===== src/rtl/uart_pkg.sv =====
// UART transmit controller shared definitions: FSM state codes,
// line-mux select codes and the optional parity feature flag.
// Macro: UART_TX_PARITY_EN enables the PARITY state.
package uart_pkg;

    localparam logic [2:0] ST_IDLE   = 3'd0;
    localparam logic [2:0] ST_SYNC   = 3'd1;
    localparam logic [2:0] ST_START  = 3'd2;
    localparam logic [2:0] ST_DATA   = 3'd3;
    localparam logic [2:0] ST_PARITY = 3'd4;
    localparam logic [2:0] ST_STOP   = 3'd5;

    localparam logic [1:0] SEL_START  = 2'b00;
    localparam logic [1:0] SEL_DATA   = 2'b01;
    localparam logic [1:0] SEL_PARITY = 2'b10;
    localparam logic [1:0] SEL_STOP   = 2'b11;

`ifdef UART_TX_PARITY_EN
    localparam bit PARITY_EN = 1'b1;
`else
    localparam bit PARITY_EN = 1'b0;
`endif

    // Line-mux select driven while in a given state.
    function automatic logic [1:0] sel_of(input logic [2:0] st);
        case (st)
            ST_START:  sel_of = SEL_START;
            ST_DATA:   sel_of = SEL_DATA;
            ST_PARITY: sel_of = SEL_PARITY;
            default:   sel_of = SEL_STOP;
        endcase
    endfunction

endpackage


===== src/rtl/uart_tx_shreg.sv =====
// Payload shift register, bit counter and parity generator.
// Ports: clk, rst (sync, active-high), load/shift strobes, din payload;
// data_bit (current LSB), parity_bit, last (final data bit is current).
// Macro: UART_TX_PARITY_EN (via uart_pkg) enables parity, else tied 0.
module uart_tx_shreg
    import uart_pkg::*;
#(
    parameter int unsigned DATA_W     = 8,
    parameter int unsigned PARITY_ODD = 0
) (
    input  logic              clk,
    input  logic              rst,
    input  logic              load,
    input  logic              shift,
    input  logic [DATA_W-1:0] din,
    output logic              data_bit,
    output logic              parity_bit,
    output logic              last
);

    localparam int unsigned CW = $clog2(DATA_W);

    logic [DATA_W-1:0] sh;
    logic [CW-1:0]     cnt;
    logic              par;

    always_ff @(posedge clk) begin
        if (rst) begin
            sh  <= '0;
            cnt <= '0;
            par <= 1'b0;
        end else if (load) begin
            sh  <= din;
            cnt <= '0;
            par <= PARITY_EN & (^din ^ 1'(PARITY_ODD));
        end else if (shift) begin
            sh  <= {1'b0, sh[DATA_W-1:1]};
            cnt <= cnt + CW'(1);
        end
    end

    assign data_bit   = sh[0];
    assign parity_bit = par;
    assign last       = (cnt == CW'(DATA_W - 1));

endmodule


===== src/rtl/uart_tx_ctrl.sv =====
// UART transmit frame sequencer driving a registered line-mux select.
// Ports: clk, rst (sync, active-high), baud_tick, tx_start, tx_data;
// mux_sel, data_bit, parity_bit, busy, tx_done.
// Macro: UART_TX_PARITY_EN includes the PARITY state when defined.
module uart_tx_ctrl
    import uart_pkg::*;
#(
    parameter int unsigned DATA_W     = 8,
    parameter int unsigned STOP_BITS  = 1,
    parameter int unsigned PARITY_ODD = 0
) (
    input  logic              clk,
    input  logic              rst,
    input  logic              baud_tick,
    input  logic              tx_start,
    input  logic [DATA_W-1:0] tx_data,
    output logic [1:0]        mux_sel,
    output logic              data_bit,
    output logic              parity_bit,
    output logic              busy,
    output logic              tx_done
);

    logic [2:0] state;
    logic [2:0] state_nx;
    logic       load;
    logic       shift;
    logic       last;
    logic       stop_cnt;
    logic       stop_last;
    logic       frame_end;

    uart_tx_shreg #(
        .DATA_W     (DATA_W),
        .PARITY_ODD (PARITY_ODD)
    ) u_shreg (
        .clk        (clk),
        .rst        (rst),
        .load       (load),
        .shift      (shift),
        .din        (tx_data),
        .data_bit   (data_bit),
        .parity_bit (parity_bit),
        .last       (last)
    );

    assign stop_last = (stop_cnt == 1'(STOP_BITS - 1));

    always_comb begin
        state_nx  = state;
        load      = 1'b0;
        shift     = 1'b0;
        frame_end = 1'b0;
        case (state)
            ST_IDLE: begin
                if (tx_start) begin
                    state_nx = ST_SYNC;
                    load     = 1'b1;
                end
            end
            ST_SYNC: begin
                if (baud_tick) state_nx = ST_START;
            end
            ST_START: begin
                if (baud_tick) state_nx = ST_DATA;
            end
            ST_DATA: begin
                if (baud_tick) begin
                    shift = 1'b1;
`ifdef UART_TX_PARITY_EN
                    if (last) state_nx = ST_PARITY;
`else
                    if (last) state_nx = ST_STOP;
`endif
                end
            end
`ifdef UART_TX_PARITY_EN
            ST_PARITY: begin
                if (baud_tick) state_nx = ST_STOP;
            end
`endif
            ST_STOP: begin
                if (baud_tick && stop_last) begin
                    state_nx  = ST_IDLE;
                    frame_end = 1'b1;
                end
            end
            default: state_nx = ST_IDLE;
        endcase
    end

    // mux_sel is derived from the next state so it flips on the
    // same edge as the state register.
    always_ff @(posedge clk) begin
        if (rst) begin
            state    <= ST_IDLE;
            mux_sel  <= SEL_STOP;
            tx_done  <= 1'b0;
            stop_cnt <= 1'b0;
        end else begin
            state   <= state_nx;
            mux_sel <= sel_of(state_nx);
            tx_done <= frame_end;
            if (state != ST_STOP) begin
                stop_cnt <= 1'b0;
            end else if (baud_tick) begin
                stop_cnt <= ~stop_cnt;
            end
        end
    end

    assign busy = (state != ST_IDLE);

endmodule


===== config.mk =====
export PLATFORM = sky130hd
export DESIGN_NAME = uart_tx_ctrl
export DESIGN_NICKNAME = d
export VERILOG_FILES = /design/src/rtl/uart_pkg.sv /design/src/rtl/uart_tx_shreg.sv /design/src/rtl/uart_tx_ctrl.sv
export SDC_FILE = /design/constraint.sdc
export NUM_CORES = 1
export LEC_CHECK = 0
export BUFFER_PORTS_ARGS = -buffer_cell sky130_fd_sc_hd__buf_4
export CAP_MARGIN = 15
export CELL_PAD_IN_SITES_DETAIL_PLACEMENT = 1
export CELL_PAD_IN_SITES_GLOBAL_PLACEMENT = 2
export CORE_AREA = 3 3 75 49
export CTS_CLUSTER_DIAMETER = 60
export DETAILED_ROUTE_END_ITERATION = 8
export DIE_AREA = 0 0 78 52
export PLACE_DENSITY = 0.74
export SETUP_SLACK_MARGIN = 0.4
export SKIP_LAST_GASP = 1
export SLEW_MARGIN = 0
export SYNTH_ARGS = -nofsm -noshare
export SYNTH_HDL_FRONTEND = slang
export SYNTH_HIERARCHICAL = 1
export SYNTH_SLANG_ARGS = --single-unit

===== constraint.sdc =====
create_clock -name clk -period 1.5 [get_ports clk]
set_input_delay 0.15 -clock clk [delete_from_list [all_inputs] [get_ports clk]]
set_output_delay 0.15 -clock clk [all_outputs]
set_load 0.01 [all_outputs]

# ---- After elaboration in Yosys (flattened, before gate mapping)
# Index checks and enable logic that the tools add are counted.
dict set report classes {
  add_sub_neg 1
  n_mul 0
  n_div 0
  order_cmp 0
  n_eq_ne 9
  n_shift 0
  n_mux 15
  bitwise 2
  n_reduce_logical 7
}
# operator n
set ops {}
lappend ops {{$mux 3} 6}
lappend ops {{$mux 8} 2}
lappend ops {{$pmux 3 s5} 1}
lappend ops {{$eq 3x2->1 const B} 4}
lappend ops {{$eq 3x3->1 const B} 3}
lappend ops {{$pmux 2 s3} 1}
lappend ops {{$reduce_or 2->1} 3}
lappend ops {{$mux 1} 5}
lappend ops {{$add 3x1->3 const B} 1}
lappend ops {{$eq 3x1->1 const B} 1}
lappend ops {{$logic_not 3->1} 1}
lappend ops {{$ne 3x3->1 const B} 1}
lappend ops {{$reduce_bool 3->1} 1}
lappend ops {{$not 1->1} 2}
lappend ops {{$reduce_bool 2->1} 1}
lappend ops {{$logic_and 1x1->1} 1}
dict set report word_totals {
  ff_bits 18
  latchBits 0
  ramBits 0
  mem_bits_ro 0
  out_inout_bits 6
  memories 0
}

# ---- Longest topological paths before layout
# Gate-level depths: netlist of run 1.
dict set report depth {
  depth_word 6
  ltp_mapped 6
}

# ---- By module
# The synthesis of run 1 kept the hierarchy.
# module instances cells_per_inst area_each_um2
set by_module_without_submodules {}
lappend by_module_without_submodules {uart_tx_shreg 1 49 508.0}
lappend by_module_without_submodules {uart_tx_ctrl 1 39 321.6}

# ---- Worst setup path before layout of run 1
# No wires, ideal clock.
dict set report synth_path {
  kind {reg-to-reg}
  startpoint {register state[1]}
  endpoint {register u_shreg.sh[5]}
  setup_ps 86
  arrival_ps 1468
  required_ps 1414
  slack_ps -54
  stages_incl_launch_ff 7
  path_buffers 2
  path_cell_list {dfxtp_1 > buf_2 > or3_1 > nor2_1 > buf_2 > inv_1 > a211oi_1}
}
dict set report synth_via {
  elab_chain_cells 3
}
# item line
set synth_rtl {}
lappend synth_rtl {{start: declaration} uart_tx_ctrl.sv:24} ;# logic [2:0] state;
lappend synth_rtl {{start signal: assignment} uart_tx_ctrl.sv:101} ;# state <= state_nx;
lappend synth_rtl {{$logic_not 3->1 *} uart_tx_ctrl.sv:54} ;# case (state)
lappend synth_rtl {{$mux 1 *} uart_tx_ctrl.sv:54}
lappend synth_rtl {{net load} uart_tx_ctrl.sv:26} ;# logic load;
lappend synth_rtl {{$mux 8 or $reduce_bool 2->1 (tied branches)} -}
lappend synth_rtl {{end signal: assignment} uart_tx_shreg.sv:33} ;# sh <= din;
lappend synth_rtl {{end signal: assignment} uart_tx_shreg.sv:37} ;# sh <= {1'b0, sh[DATA_W-1:1]};
lappend synth_rtl {{end: declaration} uart_tx_shreg.sv:23} ;# logic [DATA_W-1:0] sh;
# Mark *: on every way through the listed nets, which the timed path passes. The rest lies on a longest branch.
# A chain may end at the register's enable or synchronous reset.

# ---- Worst setup path in the final report of run 1
dict set report layout_path {
  startpoint {register state[0]}
  endpoint {register u_shreg.sh[6]}
}
# The elaborated chain is that of the path after synthesis.

==> impl_results.md, run 1 <==
* Status: complete, no violations
* Setup TNS at 0 ns
* Post-synth top area share at 43.4%
* CTS tree: yes
* Arr. time, crit path at 1.56 ns
* Maximum clock frequency at a little over 700 MHz
* Die width at a little under 80 µm
* Starting Density at 26.6%
* First-pass GRT wire length at 3.80 mm
* Initial antenna violation count at 0
* Worst EP required at 1.64 ns
* Vias in the first global route at 765
* Placement-stage cell area at 1050 µm²
* Hold Path Depth at 3
* Die Height at roughly 52 µm
* Row count at 16
* # Max-Cap Violations at 0
* Worst setup SP type: flop
* CP Capture Type: flop
* Final wirelength at 2.35 mm
* EDFF count, synth at 0
* Synth-to-Final Area Change at 65.2%
* Pwr dens at 871 nW/µm²
* Top cell type by total area after synthesis: dfxtp_1
* Final Hold Vio Count at 0
* Global Route Usage Sum at 12.2%
* Largest family of logic cells by synthesized area: simple AND/OR/NAND/NOR gates
* Cell area after layout at 1370 µm²
* Synth Cell Area at 830 µm²
* Core Area at 3120 µm²
* Sequential element share of the synthesized area at 43.4%
* Pre-CTS setup slack at -0.0731 ns
* Num Clock Sinks at 18
* HPWL Detailed at between 1 and 1.5 mm
* Worst R2R Path Depth at 6
* Pleak at 0.507 nW
* CP Class: flop to flop
* Antenna viol nets, final at 0
* Post-Layout Cell Count at around 160
* Placer Congestion at 0.874
* Max FO, Critical Path at 4
* 1st-iter DRT viols at 29
* Setup Skew at 0.000810 ns
* Peak supply drop at 0.000312 V
* Residual DRC count at 0
* Clock buffer depth at 2
* Via density per instance at 4.57
* Vias at 736
* Placed insts at 148
* Synth Area in Adders at 3.02%
* Wire length per cell at 14.6 µm
* Most common cell in the netlist: dfxtp_1
* Reg clk slew, reported paths at approximately 0.070 ns
* CTS buffer count at 3
* Syn_nets at 102
* Port Buffers at 16
* Clock root cell: clkbuf_8
* Max Transition Viols Final at 0
* Ports at 18
* GRT overflow at 0
* Final nets at 131
* Synth Area in Compound Gates at a little over an eighth
* Die ar. at 4060 µm²
* # H-tree levels at 1
* Drt first pass iters at 4
* Worst Hold Class: primary input to flop
* Endpoints failing setup at 0
* Clk Latency, worst-skew pair at 0.26 ns
* Synth cell types at 29
* Top area cells in the synthesized netlist: dfxtp_1 (43%), mux2i_1 (11%), a211oi_1 (6.3%), nor2b_1 (6.0%), a21oi_1 (3.6%)
* Post-Synthesis Cells at 88
* Final period util at between 90% and 100%
* Layout cell share with drive strength beyond 1 at 60.3%
* Post-layout min period at 1.42 ns
* CTS Hold Bufs at 0
* Syn Area/Cell at between 9 and 10 µm²
* Post-Synth Simple-Gate Area at 21.9%
* Predominant post-synthesis flop cell: dfxtp_1
* Post-Synth XOR/XNOR Area at 1.06%
* Post-synthesis mux area share at 10.9%
* Yosys warns at 6
* Ant. Diodes at 0
* #FFs+latches synth at 18
* FFs w/ async S/R, synth at 0%
* Fill count at 355
* Top post-synthesis cells by count: dfxtp_1 (18), mux2i_1 (9), nor2b_1 (8)
* Largest net degree at the start of global routing at 18
* RSZ-0062 raised after global routing: yes
* Fin worst setup slack at ~0.080 ns
==> critical path, cell delays in order, from the launching register on <==
cell      delay, ns
dfxtp_2        0.33
buf_6          0.11
or3_4          0.34
nor2_4         0.19
buf_6          0.14
nor2b_4        0.14
a211oi_2       0.05
==> layout make-up <==
class | instances | area, µm² | area share [%]
Timing Repair Buffer | 30 | 264 | 19.3
Tap cell | 45 | 56.3 | 4.11
Inverter | 3 | 11.3 | 0.822
Clock buffer | 4 | 55.1 | 4.02
Multi-Input combinational cell | 61 | 612 | 44.7
Sequential cell | 18 | 372 | 27.1
==> flip-flops by register name, indices dropped and copies added (netlist names) <==
name,cells
tx_done,1
state,3
stop_cnt,1
u_shreg/cnt,3
u_shreg/sh,8
mux_sel,2
==> final timing paths <==
path,from,slack (ns),to
setup / recovery,state[0],0.08,u_shreg/sh[6]
hold / removal,tx_data[1],0.17,u_shreg/sh[1]
setup reg to reg,state[0],0.08,u_shreg/sh[6]
hold reg to reg,state[2],0.45,state[1]
==> where the power goes <==
| group | switching (mW) | internal, mW |
|---|---|---|
| Clock | 0.174 | 0.234 |
| Sequential | 0.0179 | 0.506 |
| Combinational | 0.118 | 0.144 |
| Total | 0.310 | 0.883 |
==> metrics by stage <==
stage                     util (%)  hold slack (ns)  total power, mW
after floorplan                  -            0.222            0.647
after global placement        33.6            0.412            0.712
after detailed placement      33.6            0.427            0.718
after CTS                     41.6            0.158             1.19
after global routing          43.9            0.183             1.25
final                         43.9            0.174             1.19
==> logic make-up (layout without fill, tap and decap cells) <==
logic type      count (synthesis)  count (layout)
simple gates                   31              31
flops                          18              18
compound gates                 17              17
mux                             9               9
buf+inv                         9              37
fa+ha+maj                       2               2
other cells                     1               1
xor+xnor                        1               1
==> metal layers <==
| layer | up-vias | share of wire [%] | routed length [µm] | track usage [%] |
|---|---|---|---|---|
| li1 | 363 | - | - | - |
| met1 | 360 | 47 | 1100 | 15.5 |
| met2 | 9 | 49 | 1150 | 20.0 |
| met3 | 4 | 1.9 | 45 | 1.90 |
| met4 | 0 | 2.3 | 55 | 6.98 |
| met5 | - | 0 | 0 | 0 |
==> timing repair <==
item / in CTS / in global routing
pin swaps: 15 / 5
cloned: 0 / 0
setup buffers: 8 / 1
resized for setup: 28 / 15
endpoints found under the setup margin: 16 / 18
==> placed cells by master, fill, tap and decap left out, types with 2 or more instances in the layout <==
master / count
a21oi_1: 3
ha_4: 2
dfxtp_1: 13
dfxtp_2: 3
nor2_4: 2
clkbuf_8: 4
dfxtp_4: 2
buf_6: 5
a211oi_2: 4
nand2_1: 4
inv_1: 2
nor2b_4: 7
a21oi_2: 3
mux2i_1: 7
nand2b_1: 2
nor2_1: 2
nor3_2: 3
mux2i_4: 2
buf_4: 23
a211oi_1: 3
(Power assumes the default switching activity.)
==> run 2: changes to the inputs <==
CORE_AREA = 3 3 57 59   (was 3 3 75 49)
DIE_AREA = 0 0 60 62   (was 0 0 78 52)
PLACE_DENSITY = 0.76   (was 0.74)
clock period = 1.6 ns   (was 1.5 ns; I/O delays follow)
==> run 2 against run 1 <==
Compared with the run above: register-to-register slack better by 0.14 ns; sequential power shrank 5.7%; sequential cell count stayed put; critical path depth down 3; non-clock buffer count fell by 4; final cell count down 11%; via count fell by 1.9%; utilization rose by 1.1 points; clock skew increased by 0.0013 ns; clock-buffer cell count unchanged; hold slack worse by 0.063 ns; combinational power decreased by 11%; largest cell class unchanged; highest routed layer unchanged.
==> impl_results.md, run 2 (synthesis results as in run 1) <==
* Synth-to-Final Area Change at 49.6% (was 65.2%)
* Wire length per cell at 14.5 µm (was 14.6 µm)
* Setup TNS at 0 ns (unchanged)
* Worst EP required at 1.44 ns (was 1.64 ns)
* Endpoints failing setup at 0 (unchanged)
* Die Height at 62 µm (was 52 µm)
* Ports at 18 (unchanged)
* Worst setup SP type: flop (unchanged)
* Max FFs per register at 8 (unchanged)
* Clock root cell: clkbuf_4 (was clkbuf_8)
* Final Hold Vio Count at 0 (unchanged)
* Biggest regs: u_shreg/sh (8), state (3), u_shreg/cnt (3) (unchanged)
* Final wirelength at 2.10 mm (was 2.35 mm)
* Final nets at 128 (was 131)
* Post-layout min period at ~1.4 ns
* Buf+Inv Stages, Crit Path at 2 (unchanged)
* Num Clock Sinks at 18 (unchanged)
* Max incr delay on CP at 0.35 ns (was 0.34 ns)
* Pwr dens at 816 nW/µm² (was 871 nW/µm²)
* Largest reg by FF count: u_shreg/sh (unchanged)
* Global Route Usage Sum at 12.4% (was 12.2%)
* Pleak at 0.461 nW (was 0.507 nW)
* Core Area at 2760 µm² (was 3120 µm²)
* Starting Density at 30.1% (was 26.6%)
* Worst path depth at 3 (was 6)
* Reg-to-reg startpoint: state[0] (unchanged)
* R2R Setup Slk at 0.22 ns (was 0.08 ns)
* Crit. Startpoint: state[0] (unchanged)
* Reg clk slew, reported paths at 0.10 ns (was 0.07 ns)
* # Max-Cap Violations at 0 (unchanged)
* Top Family by Delay on Critical Path: flip-flops (was simple AND/OR/NAND/NOR gates)
* Power, Total at 1.01 mW (was 1.19 mW)
* Cell Chain, Critical Path: buf_6, or3_4, buf_6 (was buf_6, or3_4, nor2_4, buf_6, nor2b_4, a211oi_2)
* CTS buffer count at 3 (unchanged)
* Worst R2R Path Depth at 6 (unchanged)
* Vias at 722 (was 736)
* Most frequent cells in the layout: buf_4 (21), dfxtp_1 (14), mux2i_1 (9) (was buf_4 (23), dfxtp_1 (13), nor2b_4 (7), mux2i_1 (7), buf_6 (5))
* Register Area at 365 µm² (was 372 µm²)
* Row count at 19 (was 16)
* FF-to-FF End: u_shreg/sh[1] (was u_shreg/sh[6])
* Peak supply drop at 0.000473 V (was 0.000312 V)
* Port Buffers at 16 (unchanged)
* Clock buffer depth at 2 (unchanged)
* Pre-CTS setup slack at 0.000308 ns (was -0.0731 ns)
* Antenna viol nets, final at 0 (unchanged)
* Drt first pass iters at 2 (was 4)
* Die width at 60 µm (was 78 µm)
* Max Transition Viols Final at 0 (unchanged)
* Post-Layout Cell Count at 144 (was 161)
* Ant. Diodes at 0 (unchanged)
* Largest net degree at the start of global routing at 18 (unchanged)
* Status: complete, no violations (unchanged)
* CP Class: flop to primary output (was flop to flop)
* First-pass GRT wire length at 3.34 mm (was 3.80 mm)
* Fill count at 320 (was 355)
* Die ar. at 3720 µm² (was 4060 µm²)
* Final period util at 87.3%
* Clk Latency, worst-skew pair at 0.30 ns (was 0.26 ns)
* RSZ-0062 raised after global routing: yes (unchanged)
* CTS Hold Bufs at 0 (unchanged)
* Initial antenna violation count at 0 (unchanged)
* Slowest library cell on the worst path: dfxtp_2 (was or3_4)
* Hold Path Depth at 3 (unchanged)
* Arr. time, crit path at 1.24 ns (was 1.56 ns)
* Placed insts at 134 (was 148)
* # H-tree levels at 1 (unchanged)
* HPWL Detailed at 1.37 mm (was 1.47 mm)
* Hold WS at 0.111 ns (was 0.174 ns)
* Via density per instance at 5.01 (was 4.57)
* Maximum clock frequency at 716 MHz
* Max FO, Critical Path at 3 (was 4)
* CP endpoint: busy (was u_shreg/sh[6])
* Placer Congestion at 0.753 (was 0.874)
* Worst Hold Class: primary input to flop (unchanged)
* GRT overflow at 0 (unchanged)
* 1st-iter DRT viols at 9 (was 29)
* Setup Skew at 0.00212 ns (was 0.000810 ns)
* Footprint of the multi-input gates at 576 µm² (was 612 µm²)
* Leading cell type in the layout, fill and taps excluded: buf_4 (unchanged)
* CTS tree: yes (unchanged)
* Vias in the first global route at 743 (was 765)
* Residual DRC count at 0 (unchanged)
* CP Capture Type: primary output (was flop)
* Layout cell share with drive strength beyond 1 at 53.1% (was 60.3%)
* Fin worst setup slack at 0.204 ns (was 0.0795 ns)
* CP most frequent cell: buf_6 (unchanged)
==> run 2: repair_timing <==
action / CTS / global route
setup endpoints to repair: 14 / 15
endpoints found under the hold margin: 0 / 0
setup buffers: 5 / 0
pin swaps: 15 / 9
resized for setup: 20 / 13
gates cloned: 0 / 1
==> run 2: power breakdown <==
part	internal [mW]	switching, mW
Clock	0.139	0.146
Sequential	0.477	0.0167
Combinational	0.130	0.103
Total	0.747	0.266
==> run 2: how the worst min path moves through the flow <==
| stage | from | slack [ns] | end |
|---|---|---|---|
| 6_report | tx_data[7] | 0.11 | u_shreg/sh[7] |
| 5_1_grt | tx_data[7] | 0.10 | u_shreg/sh[7] |
| 4_1_cts | tx_data[7] | 0.11 | u_shreg/sh[7] |
| 3_5_place_dp | tx_data[7] | 0.44 | u_shreg/sh[7] |
| 3_3_place_gp | tx_data[7] | 0.43 | u_shreg/sh[7] |
| 2_1_floorplan | rst | 0.23 | state[0] |
==> run 2: metrics by stage <==
step	area [µm²]	utilization (%)
detailed placement	1020	36.8
CTS	1170	42.6
global placement	1020	36.8
finish	1240	45.0
global route	1240	45.0
floorplan	870	-
==> run 2: worst register-to-register path: stages (launching register included) <==
cell and delay, ns:
dfxtp_2 0.35, buf_6 0.11, or3_4 0.34, nor2_4 0.14
buf_6 0.14, nor2b_1 0.15, a211oi_2 0.04
==> run 2: final cells by class <==
cell class	instances	area share [%]
inverter	3	0.907
clock buffer	4	2.92
timing repair buffer	26	17.2
multi-input combinational	62	46.4
sequential	18	29.4
tap	31	3.13
==> run 2: routing by layer <==
| layer | part of all wire, % | vias up | wire length (µm) | GRT usage (%) |
|---|---|---|---|---|
| met1 | 41 | 342 | 852 | 13.4 |
| li1 | - | 362 | - | - |
| met2 | 52 | 14 | 1100 | 21.9 |
| met3 | 4.9 | 4 | 103 | 3.72 |
| met4 | 1.9 | 0 | 40 | 6.65 |
| met5 | 0 | - | 0 | 0 |
